[config.mk]
export PLATFORM = sky130hd
export DESIGN_NAME = x2050mvw
export DESIGN_NICKNAME = d
export VERILOG_FILES = /design/src/rtl/x2050_pkg.sv /design/src/rtl/x2050mvlane.sv /design/src/rtl/x2050mvw.sv
export SDC_FILE = /design/constraint.sdc
export NUM_CORES = 1
export LEC_CHECK = 0
export CORE_AREA = 2 2 80 82
export CTS_CLUSTER_DIAMETER = 200
export DETAILED_ROUTE_END_ITERATION = 8
export DIE_AREA = 0 0 82 84
export PLACE_DENSITY = 0.61
export SLEW_MARGIN = 20
export SYNTH_ARGS = -nofsm -noshare
export SYNTH_HDL_FRONTEND = slang
export SYNTH_HIERARCHICAL = 1
export SYNTH_SLANG_ARGS = --single-unit
[constraint.sdc]
create_clock -name i_clk -period 4.5 [get_ports i_clk]
set_clock_uncertainty 0.05 [all_clocks]
set_input_delay 0.9 -clock i_clk [delete_from_list [all_inputs] [get_ports i_clk]]
set_output_delay 0.9 -clock i_clk [all_outputs]
set_load 0.05 [all_outputs]
[src/rtl/x2050_pkg.sv]
// x2050 mover shared definitions: function codes, nibble source selectors, WFN stat.
// Latency: n/a (constants and a combinational helper only).
// Backpressure: n/a.
package x2050_pkg;

  // Mover function codes held in a WFN register.
  localparam logic [2:0] WFN_SWAP  = 3'd0;  // U nibble swap
  localparam logic [2:0] WFN_OR    = 3'd1;  // U | V
  localparam logic [2:0] WFN_AND   = 3'd2;  // U & V
  localparam logic [2:0] WFN_XOR   = 3'd3;  // U ^ V
  localparam logic [2:0] WFN_PASSU = 3'd4;  // U
  localparam logic [2:0] WFN_UHVL  = 3'd5;  // U high : V low
  localparam logic [2:0] WFN_VHUL  = 3'd6;  // V high : U low
  localparam logic [2:0] WFN_NOTU  = 3'd7;  // ~U

  // Left/right nibble source selectors.
  localparam logic [1:0] SRC_EMIX = 2'd0;
  localparam logic [1:0] SRC_U    = 2'd1;
  localparam logic [1:0] SRC_V    = 2'd2;
  localparam logic [1:0] SRC_FN   = 2'd3;

  // Special-stat value that loads the active WFN register.
  localparam logic [5:0] SS_WFN = 6'd38;

  // Bit of PSW AMWP selecting ASCII mode.
  localparam int AMWP_ASCII_BIT = 3;

  // E-mixin: in ASCII mode the emit nibble is remapped (EBCDIC zone F -> ASCII zone 5).
  function automatic logic [3:0] e_mixin(input logic [3:0] e, input logic ascii);
    if (ascii) begin
      return {~e[3] | ~e[1], e[1] | ~e[2], ~e[1], e[0]};
    end
    return e;
  endfunction

endpackage

[src/rtl/x2050mvlane.sv]
// Single byte lane of the x2050 mover: function unit, nibble selection, edit status.
// Latency: combinational.
// Backpressure: none; the top module owns registers and handshake.
// Ports: i_u/i_v operand bytes, i_fn function code, i_ul/i_ur nibble sources,
//        i_emix mixed emit nibble, o_w mover byte, o_stat edit status (bit0, bit1).
module x2050mvlane
  import x2050_pkg::*;
(
  input  logic [7:0] i_u,
  input  logic [7:0] i_v,
  input  logic [2:0] i_fn,
  input  logic [1:0] i_ul,
  input  logic [1:0] i_ur,
  input  logic [3:0] i_emix,
  output logic [7:0] o_w,
  output logic [1:0] o_stat
);

  logic [7:0] w_fn;
  logic [3:0] w_hi;
  logic [3:0] w_lo;

  always_comb begin
    w_fn = ~i_u;
    case (i_fn)
      WFN_SWAP:  w_fn = {i_u[3:0], i_u[7:4]};
      WFN_OR:    w_fn = i_u | i_v;
      WFN_AND:   w_fn = i_u & i_v;
      WFN_XOR:   w_fn = i_u ^ i_v;
      WFN_PASSU: w_fn = i_u;
      WFN_UHVL:  w_fn = {i_u[7:4], i_v[3:0]};
      WFN_VHUL:  w_fn = {i_v[7:4], i_u[3:0]};
      WFN_NOTU:  w_fn = ~i_u;
      default:   w_fn = ~i_u;
    endcase
  end

  always_comb begin
    w_hi = w_fn[7:4];
    case (i_ul)
      SRC_EMIX: w_hi = i_emix;
      SRC_U:    w_hi = i_u[7:4];
      SRC_V:    w_hi = i_v[7:4];
      default:  w_hi = w_fn[7:4];
    endcase
  end

  always_comb begin
    w_lo = w_fn[3:0];
    case (i_ur)
      SRC_EMIX: w_lo = i_emix;
      SRC_U:    w_lo = i_u[3:0];
      SRC_V:    w_lo = i_v[3:0];
      default:  w_lo = w_fn[3:0];
    endcase
  end

  assign o_w = {w_hi, w_lo};

  // Edit status flags V against blank (0x20) and the two fill/significance characters.
  assign o_stat[0] = (i_v != 8'h20) && (i_v != 8'h21);
  assign o_stat[1] = (i_v != 8'h20) && (i_v != 8'h22);

endmodule

[src/rtl/x2050mvw.sv]
// x2050 mover with per-mode WFN function registers and a one-deep result register.
// Latency: 1 cycle from accepted operand to o_valid/o_w/o_edit_stat.
// Backpressure: o_ready = !o_valid | i_ready (full throughput); result held while i_ready low.
// Ports: i_clk/i_reset (async active-low); i_ros_advance/i_ss/i_e/i_mode load WFN;
//        i_ul/i_ur/i_amwp steer the mover; i_u/i_v with i_valid/o_ready in;
//        o_w/o_edit_stat with o_valid/i_ready out; o_wfn exposes every WFN register.
module x2050mvw
  import x2050_pkg::*;
#(
  parameter  int          LANES    = 1,
  parameter  int          NMODES   = 2,
  parameter  logic [31:0] FLIPMASK = 32'b10,
  localparam int          MW       = (NMODES > 1) ? $clog2(NMODES) : 1
) (
  input  logic                  i_clk,
  input  logic                  i_reset,
  input  logic                  i_ros_advance,
  input  logic [MW-1:0]         i_mode,
  input  logic [1:0]            i_ul,
  input  logic [1:0]            i_ur,
  input  logic [3:0]            i_e,
  input  logic [5:0]            i_ss,
  input  logic [3:0]            i_amwp,
  input  logic [8*LANES-1:0]    i_u,
  input  logic [8*LANES-1:0]    i_v,
  input  logic                  i_valid,
  output logic                  o_ready,
  output logic                  o_valid,
  input  logic                  i_ready,
  output logic [8*LANES-1:0]    o_w,
  output logic [2*LANES-1:0]    o_edit_stat,
  output logic [3*NMODES-1:0]   o_wfn
);

  localparam logic [MW:0] NMODES_W = NMODES[MW:0];

  logic [2:0]         r_wfn [NMODES];
  logic               r_valid;
  logic [8*LANES-1:0] r_w;
  logic [2*LANES-1:0] r_stat;

  logic               w_mode_ok;
  logic [2:0]         w_fn;
  logic               w_flip;
  logic [2:0]         w_wfn_new;
  logic               w_wfn_wr;
  logic               w_xfer;
  logic [3:0]         w_emix;
  logic [8*LANES-1:0] w_w;
  logic [2*LANES-1:0] w_stat;
  logic               w_unused;

  // Only the ASCII bit of AMWP matters to the mover.
  assign w_unused = ^i_amwp[2:0];

  // An out-of-range mode selects nothing: no transfer and no WFN write.
  assign w_mode_ok = ({1'b0, i_mode} < NMODES_W);

  always_comb begin
    w_fn   = 3'd0;
    w_flip = 1'b0;
    for (int m = 0; m < NMODES; m++) begin
      if (i_mode == MW'(m)) begin
        w_fn   = r_wfn[m];
        w_flip = FLIPMASK[m];
      end
    end
  end

  assign w_wfn_new = w_flip ? {i_e[0], i_e[1], i_e[2]} : i_e[2:0];
  assign w_wfn_wr  = i_ros_advance && (i_ss == SS_WFN) && w_mode_ok;

  assign o_ready = (!r_valid || i_ready) && w_mode_ok;
  assign w_xfer  = i_valid && o_ready;

  assign w_emix = e_mixin(i_e, i_amwp[AMWP_ASCII_BIT]);

  for (genvar k = 0; k < LANES; k++) begin : g_lane
    x2050mvlane u_lane (
      .i_u    (i_u[8*k +: 8]),
      .i_v    (i_v[8*k +: 8]),
      .i_fn   (w_fn),
      .i_ul   (i_ul),
      .i_ur   (i_ur),
      .i_emix (w_emix),
      .o_w    (w_w[8*k +: 8]),
      .o_stat (w_stat[2*k +: 2])
    );
  end

  // WFN registers; the mover reads w_fn from the pre-edge value, so a
  // same-cycle write and transfer uses the old function.
  always_ff @(posedge i_clk or negedge i_reset) begin
    if (!i_reset) begin
      for (int m = 0; m < NMODES; m++) begin
        r_wfn[m] <= 3'd0;
      end
    end else begin
      for (int m = 0; m < NMODES; m++) begin
        if (w_wfn_wr && (i_mode == MW'(m))) begin
          r_wfn[m] <= w_wfn_new;
        end
      end
    end
  end

  always_ff @(posedge i_clk or negedge i_reset) begin
    if (!i_reset) begin
      r_valid <= 1'b0;
      r_w     <= '0;
      r_stat  <= '0;
    end else if (w_xfer) begin
      r_valid <= 1'b1;
      r_w     <= w_w;
      r_stat  <= w_stat;
    end else if (i_ready) begin
      r_valid <= 1'b0;
    end
  end

  assign o_valid     = r_valid;
  assign o_w         = r_w;
  assign o_edit_stat = r_stat;

  for (genvar m = 0; m < NMODES; m++) begin : g_wfn
    assign o_wfn[3*m +: 3] = r_wfn[m];
  end

endmodule
==> impl_metrics.ini <==
[finish]
area_growth_pct = 35.53
final_nets = 298
drive_gt1_share_pct = 13.28
final_common_cell = clkdlybuf4s50_1
final_cell_mix = clkdlybuf4s50_1, a21oi_1, inv_1
antenna_cells = 0
postLayoutCoreUtil_pct = 39.31

[sta]
period_minus_slack_ns = 3.409
tightest_slew_ns = 0.7767
tns_ns = 0
drv_slew = 0
rsz0062_at_grt = false
setup_ws_ns = 1.091
setup_viol = 0
relSlewSlack_pct = 48.06
fmax_mhz = 293.3
finalCritPeriodShare_pct = 75.76
final_hold_viol_count = 0

[setup_path]
crit_required_ns = 4.59
worstPathArrival_ns = 3.50
rrSetupSlack_ns = 2.00
endpoint_kind = flop
path_max_fanout = 29
critPathLaunchType = primary input
crit_type = primary input to flop

[drt]
dr.first_iter.drc_count = 90
vias = 1595
wl_um = 4633
post-route-drc-count = 0
wl_per_cell_um = 14.57
firstDrtPassIters = 4
routed_via_density = 5.016
antenna_left = 0

[global_routing]
grt_pass1_wl_um = 7665
grt_pass1_vias = 1568
track_usage_pct = 14.13
grt_max_degree = 30
antenna_found_initial = 0
grt-ovfl-total = 0

[synth]
synth_cell_type_count = 39
yosysTopAreaCellShare_pct = 24.06
syn-num-nets = 249
synthCells = 193
synth_edf_count = 0
async_reset_ff_share_pct = 100.0
synthFlopType = dfrtp_1
ys_top_cells_by_area = dfrtp_1, ha_1, mux2_2
syn_area_per_cell_um2 = 9.160
syn_area_mm2 = 0.001768
synth-seq-cells = 17
synth-warning-count = 6
synth_top_cell_by_area = dfrtp_1
synth_sequential_area_ratio_pct = 24.06

[power_and_ir_drop]
p_int_mw = 0.3576
power_frac_clock_pct = 19.1
ir_drop_mv = 0.1511
p_total_mw = 0.5874
p_comb_share_pct = 49.7
netSwitchingPower_mw = 0.2298
power_density_mw_per_mm2 = 245.2
p_leak_nw = 1.013
pwr-share-seq_pct = 31.2
p_sw_share_pct = 39.13

[placed_design]
place_ws_ns = 0.8439
gp_congestion = 0.8225
io_buffers = 54
hpwl_um = 3660

[clocking]
htree_num_levels = 1
postCtsHoldBufs = 0
clock_path_buffers = 2
clkTransAtPathRegs_ns = 0.07
cts_tree = done
post-cts-setup-buffers = 0
clock_latency_ns = 0.25
clkSinkCount = 17
numCtsBuffers = 3
cts_resized = 0
cts.root.buffer_cell = clkbuf_8

[floorplan]
die_h_um = 84
fp.dieW_um = 82
core_mm2 = 0.006096
initial_utilization_pct = 29.00
rows = 29
io_pins = 58
dieArea_mm2 = 0.006888

[outcome]
outcome = finished, final reports clean

[min_path]
hold_path.class = flop to flop

[run]
max-cap-violations = 0
-- path summary, 6_finish.rpt --
path	from	end	depth (start not counted)
setup / recovery	i_mode	o_w[7]	7
hold / removal	o_edit_stat[0]	o_edit_stat[0]	1
setup reg to reg	o_wfn[5]	o_w[7]	6
hold reg to reg	o_edit_stat[0]	o_edit_stat[0]	1
max in group asynchronous	i_reset	o_w[2]	1
min in group asynchronous	i_reset	o_wfn[1]	1
-- worst max-delay path: stages --
cell and delay [ns]:
clkdlybuf4s50_1 0.57, mux2_2 0.57, or3_1 0.55, o21ai_4 0.19
a2111oi_1 0.06, or3_1 0.38, mux2_2 0.27
-- state kept, by name, summed over array words and instances (netlist names) --
register	cells
o_w	8
o_wfn	6
o_edit_stat	2
o_valid	1
-- stage by stage --
step | std cells | hold slack (ns) | cell area [um2]
after global placement | 314 | 0.4398 | 2351
after global routing | 318 | 0.4786 | 2396
final | 318 | 0.4609 | 2396
after floorplan | 193 | 0.5544 | 1768
after detailed placement | 314 | 0.4429 | 2351
after CTS | 318 | 0.4657 | 2396
-- power by group through the flow --
stage | sequential [mW] | clock, mW | combinational, mW
global placement | 0.186 | 0 | 0.289
global route | 0.186 | 0.125 | 0.315
CTS | 0.184 | 0.119 | 0.293
finish | 0.183 | 0.112 | 0.292
detailed placement | 0.186 | 0 | 0.291
floorplan | 0.254 | 0 | 0.118
-- logic make-up after synthesis --
kind of cell             Yosys count  synth area share (%)
buffers and inverters             30                 7.501
AO/OA/AOI/OAI                     49                 16.77
flip-flops                        17                 24.06
XOR/XNOR                           1                0.4955
AND/OR/NAND/NOR                   47                 16.28
multiplexers                      33                 23.57
adder cells (fa/ha/maj)           16                 11.32
-- synthesized netlist by cell type (3+ instances only) --
| cell type | count |
|---|---|
| mux4_2 | 4 |
| ha_1 | 16 |
| nor3b_1 | 6 |
| a21oi_1 | 19 |
| and2_1 | 5 |
| mux2_2 | 17 |
| o21ai_0 | 6 |
| o21ai_1 | 11 |
| nor2_1 | 10 |
| dfrtp_1 | 17 |
| buf_2 | 4 |
| inv_1 | 18 |
| mux2i_1 | 9 |
| nand2_1 | 5 |
| clkbuf_1 | 5 |
| nand2b_1 | 4 |
| nor2b_1 | 5 |
| o221ai_1 | 3 |
| mux2_4 | 3 |
-- per-layer routing --
layer / wire, um / part of all wire, % / vias up / GRT usage (%)
met1: 2350 / 51 / 772 / 21.79
met3: 188 / 4.1 / 2 / 1.948
li1: - / - / 786 / -
met5: 0 / 0 / - / 0
met4: 19 / 0.41 / 0 / 2.727
met2: 2074 / 45 / 35 / 20.84
-- area by class of cell --
| type | count | area (um2) |
|---|---|---|
| repair buffers | 55 | 548.0 |
| flip-flops and latches | 17 | 425.4 |
| well taps | 77 | 96.34 |
| clock buffers | 4 | 45.04 |
| multi-input cells | 146 | 1210 |
| inverters | 19 | 71.32 |
| fillers | 643 | 3700 |
No activity file was read; power rests on OpenSTA's default activity.
